### src/rtl/mem_dump_reader.sv
// mem_dump_reader: a rising edge of done_in starts a stream of data-memory words start_addr..end_addr
// (wrapping mod 2^AW) over a valid/ready port. Define DUMP_CHECKSUM_EN to append a DW-bit sum beat.
module mem_dump_reader #(
    parameter int unsigned AW = 8,
    parameter int unsigned DW = 8
) (
    input  logic          clk,
    input  logic          reset,
    input  logic          done_in,
    input  logic [AW-1:0] start_addr,
    input  logic [AW-1:0] end_addr,
    output logic [AW-1:0] mem_addr,
    output logic          mem_rd_en,
    input  logic [DW-1:0] mem_dat,
    output logic [DW-1:0] out_data,
    output logic [AW-1:0] out_addr,
    output logic          out_valid,
    input  logic          out_ready,
    output logic          out_last,
    output logic          busy,
    output logic          finished
);

    typedef enum logic [2:0] {
        IDLE,
        READ,
        CAPT,
        SEND,
        CSUM,
        FIN
    } state_t;

    state_t        state_q, state_d;
    logic [AW-1:0] cur_q, cur_d;
    logic [AW-1:0] last_q, last_d;
    logic [AW-1:0] out_addr_q, out_addr_d;
    logic [DW-1:0] out_data_q, out_data_d;
    logic          out_valid_q, out_valid_d;
    logic          out_last_q, out_last_d;
    logic          done_prev_q, done_prev_d;
    logic          armed_q, armed_d;
    logic          trigger;
    logic          at_last;

`ifdef DUMP_CHECKSUM_EN
    logic [DW-1:0] sum_q, sum_d;
`endif

    // armed_q blocks a trigger until done_in has been seen low after reset, so a level
    // still high at reset release is not mistaken for a fresh rising edge.
    assign trigger = done_in && !done_prev_q && armed_q;
    assign at_last = (cur_q == last_q);

    always_ff @(posedge clk or posedge reset) begin
        if (reset) begin
            state_q     <= IDLE;
            cur_q       <= '0;
            last_q      <= '0;
            out_addr_q  <= '0;
            out_data_q  <= '0;
            out_valid_q <= 1'b0;
            out_last_q  <= 1'b0;
            done_prev_q <= 1'b0;
            armed_q     <= 1'b0;
        end else begin
            state_q     <= state_d;
            cur_q       <= cur_d;
            last_q      <= last_d;
            out_addr_q  <= out_addr_d;
            out_data_q  <= out_data_d;
            out_valid_q <= out_valid_d;
            out_last_q  <= out_last_d;
            done_prev_q <= done_prev_d;
            armed_q     <= armed_d;
        end
    end

`ifdef DUMP_CHECKSUM_EN
    always_ff @(posedge clk or posedge reset) begin
        if (reset) begin
            sum_q <= '0;
        end else begin
            sum_q <= sum_d;
        end
    end
`endif

    always_comb begin
        state_d     = state_q;
        cur_d       = cur_q;
        last_d      = last_q;
        out_addr_d  = out_addr_q;
        out_data_d  = out_data_q;
        out_valid_d = out_valid_q;
        out_last_d  = out_last_q;
        done_prev_d = done_in;
        armed_d     = armed_q || !done_in;
`ifdef DUMP_CHECKSUM_EN
        sum_d       = sum_q;
`endif

        case (state_q)
            IDLE: begin
                if (trigger) begin
                    cur_d   = start_addr;
                    last_d  = end_addr;
`ifdef DUMP_CHECKSUM_EN
                    sum_d   = '0;
`endif
                    state_d = READ;
                end
            end

            READ: begin
                state_d = CAPT;
            end

            CAPT: begin
                out_data_d  = mem_dat;
                out_addr_d  = cur_q;
                out_valid_d = 1'b1;
`ifdef DUMP_CHECKSUM_EN
                out_last_d  = 1'b0;
`else
                out_last_d  = at_last;
`endif
                state_d     = SEND;
            end

            SEND: begin
                if (out_ready) begin
`ifdef DUMP_CHECKSUM_EN
                    sum_d = sum_q + out_data_q;
`endif
                    if (!at_last) begin
                        cur_d       = cur_q + AW'(1);
                        out_valid_d = 1'b0;
                        out_last_d  = 1'b0;
                        state_d     = READ;
                    end else begin
`ifdef DUMP_CHECKSUM_EN
                        // The sum beat follows directly; out_valid stays high across the switch.
                        out_data_d  = sum_d;
                        out_addr_d  = last_q;
                        out_last_d  = 1'b1;
                        state_d     = CSUM;
`else
                        out_valid_d = 1'b0;
                        out_last_d  = 1'b0;
                        state_d     = FIN;
`endif
                    end
                end
            end

`ifdef DUMP_CHECKSUM_EN
            CSUM: begin
                if (out_ready) begin
                    out_valid_d = 1'b0;
                    out_last_d  = 1'b0;
                    state_d     = FIN;
                end
            end
`endif

            FIN: begin
                if (!done_in) begin
                    state_d = IDLE;
                end
            end

            default: begin
                state_d = IDLE;
            end
        endcase
    end

    assign mem_addr  = cur_q;
    assign mem_rd_en = (state_q == READ);
    assign out_data  = out_data_q;
    assign out_addr  = out_addr_q;
    assign out_valid = out_valid_q;
    assign out_last  = out_last_q;
    assign busy      = (state_q == READ) || (state_q == CAPT) || (state_q == SEND) ||
                       (state_q == CSUM);
    assign finished  = (state_q == FIN);

endmodule

### config.mk
export PLATFORM = sky130hd
export DESIGN_NAME = mem_dump_reader
export DESIGN_NICKNAME = d
export VERILOG_FILES = /design/src/rtl/mem_dump_reader.sv
export SDC_FILE = /design/constraint.sdc
export NUM_CORES = 1
export LEC_CHECK = 0
export CORE_ASPECT_RATIO = 2
export CORE_UTILIZATION = 40
export DETAILED_ROUTE_END_ITERATION = 8
export PLACE_DENSITY = 0.72
export SETUP_SLACK_MARGIN = 0.2
export SLEW_MARGIN = 30
export SYNTH_ARGS = -nofsm -noshare
export SYNTH_HDL_FRONTEND = slang
export SYNTH_SLANG_ARGS = --single-unit
export TNS_END_PERCENT = 10
### constraint.sdc
create_clock -name clk -period 3.5 [get_ports clk]
set_clock_uncertainty 0.05 [all_clocks]
set_input_delay 1.05 -clock clk [delete_from_list [all_inputs] [get_ports clk]]
set_output_delay 1.05 -clock clk [all_outputs]
set_load 0.03 [all_outputs]
==> metrics.cfg <==
[status]
outcome=finished, final reports clean

[min_path]
hold_class=register to register
hold-path-cell-count=1

[floorplan]
die_w_um=51.0
die_h_um=100
io_pins=57
fp-row-count=35
die_area_mm2=0.00510
core_mm2=0.00460
start_util_pct=41.7

[layout]
syn2layout_area_growth_pct=34.7
fin_area_mm2=0.00259
diodes=0
drive_above_1_share_pct=12.0
final_nets=269
fillers=447

[setup_path]
critPathBufInv=1
rr_startpoint=state_q[2]
cp_top_family=buffers and inverters
crit_required_ns=2.40
r2r_cells=3
endpoint_kind=output pin
worstSetupEndpoint=busy
arrival_ns=1.87
critPathMaxStageDelay_ns=0.68
worst-r2r-setup-slack_ns=1.53
path_cells=nor2_1 > xnor2_1 > clkdlybuf4s50_1
crit_start=state_q[1]
worstSetupStartpointType=register
cp.depth=3
rr_endpoint=out_data[4]
worst-path-max-fanout=16
critPathKind=register to output pin
crit_slowest_cell=clkdlybuf4s50_1

[placement]
dp_hpwl_mm=3.11
port_buffers=56
gp_congestion=0.839
post_dp_cell_area_mm2=0.00250

[detailed_routing]
finalWirelength_mm=4.40
via_per_inst=5.40
antenna_left=0
vias=1597
drc=0
drt_pre_antenna_iters=4
drt_iter0_markers=43
wire_per_inst_um=14.9

[grt]
globalRouteOverflowTotal=0
grt_pass1_vias=1516
grt_start_max_net_pins=40
track_usage_pct=19.4
grt_pass1_wl_mm=7.36
antenna_found_initial=0

[logic_synthesis]
netlist_instances=187
avgSynthCellArea_um2=10.3
ys_ff_latch=39
postSynth.asyncResetShare_pct=100
syn_nets=216
synth_edf_count=0
yosysSeqAreaShare_pct=50.8
synth_area_mm2=0.00192
synth_warnings=0
synth_flop_cell=dfrtp_1
synth_cell_types=41

[power]
power.leakage_nw=1.10
ir_drop_mv=0.657
pwr_density_cell_mw_per_mm2=930

[timing]
min_period_ns=2.97
relSlewSlack_pct=46.3
post-route-period-util_pct=84.8
fmaxAchievable_mhz=337
hold_violations=0
setup_viol=0
finalMaxSlewViolations=0
grt_setup_unrepaired=no
setup_tns_ns=0
worst_pin_slew_ns=0.805

[clocking]
cts_setup_buffers=0
root_buffer=clkbuf_8
numCtsBuffers=5
clk_pin_slew_worst_paths_ns=0.09
postCtsResizedCells=0
clk_latency_ns=0.30
cts_tree=done
clock-sinks=39
clock_path_buffers=2
cts_hold_buffers=0
cts_max_level=2

[job]
max-cap-violations=0

==> state kept, by name (all words and copies together), names as in the netlist <==
name and count:
armed_q 1, out_last 1, last_q 8, out_valid 1, mem_addr 8, out_data 8
done_prev_q 1, out_addr 8, state_q 3
==> metrics by stage <==
stage	std cells	power [mW]	worst slack, ns	hold slack [ns]	util, %
finish	296	2.40	0.531	0.426	56.2
global route	296	2.56	0.401	0.443	56.2
CTS	296	2.43	0.513	0.436	56.2
detailed placement	288	2.11	0.592	0.412	54.3
global placement	288	2.09	0.624	0.393	54.3
floorplan	187	1.68	1.12	0.376	-
==> area by class of cell <==
class	instances	area (um2)	share of cell area, %
Timing Repair Buffer	57	568	22.0
Clock buffer	5	68.8	2.66
Multi-Input combinational cell	134	873	33.8
Clock inverter	3	20.0	0.774
Tap cell	55	68.8	2.66
Inverter	3	11.3	0.435
Sequential cell	39	976	37.7
==> cells by family (layout without fill, tap and decap cells) <==
family	count (synthesis)	count (layout)	synth area share (%)
simple gates	79	79	20.9
flops	39	39	50.8
compound gates	28	28	9.98
mux	17	17	9.91
buf+inv	14	68	3.65
xor+xnor	9	9	4.11
fa+ha+maj	1	1	0.652
==> synth_stat cells, types with 2 or more instances <==
master	number	share of area (%)
a21oi_1	8	2.1
a2bb2oi_1	2	0.91
and2_1	2	0.65
and3_1	4	1.3
buf_2	5	1.3
clkbuf_1	3	0.59
dfrtp_1	39	51
inv_1	3	0.59
mux2_2	16	9.4
nand2_1	32	6.3
nand2b_1	2	0.65
nand3_1	11	2.9
nor2_1	12	2.3
nor2b_1	3	0.98
nor3_1	5	1.3
nor4_4	2	2.2
o21ai_0	5	1.3
o221ai_1	3	1.4
xor2_1	8	3.7
==> layout by cell type, fill, tap and decap left out, types with 2 or more instances in the layout <==
master	instances
inv_1	3
nand2_1	32
a21oi_1	8
dfrtp_1	39
a2bb2oi_1	2
o221ai_1	3
nor2b_1	3
clkdlybuf4s50_1	56
and3_1	4
o21ai_0	5
nor2_1	12
mux2_2	16
and2_1	2
nand3_1	11
clkbuf_8	5
nand2b_1	2
nor3_1	5
nor4_4	2
xor2_1	8
clkinvlp_4	2
==> per-layer routing <==
layer  share of wire [%]  track usage [%]
met5                   0                0
met4                 2.5             10.0
met3                 4.6             3.64
met2                  54             33.0
met1                  39             22.5
==> power by group <==
part	leakage [nW]	switching (mW)	internal, mW
Sequential	0.474	0.203	0.637
Clock	0.0402	0.171	0.139
Combinational	0.582	0.688	0.567
==> worst min path at each step <==
stage	startpoint	to	slack [ns]
4_1_cts	armed_q	armed_q	0.44
3_5_place_dp	armed_q	armed_q	0.41
2_1_floorplan	armed_q	armed_q	0.38
3_3_place_gp	armed_q	armed_q	0.39
5_1_grt	armed_q	armed_q	0.44
6_report	armed_q	armed_q	0.43
No activity file was read; power rests on OpenSTA's default activity.
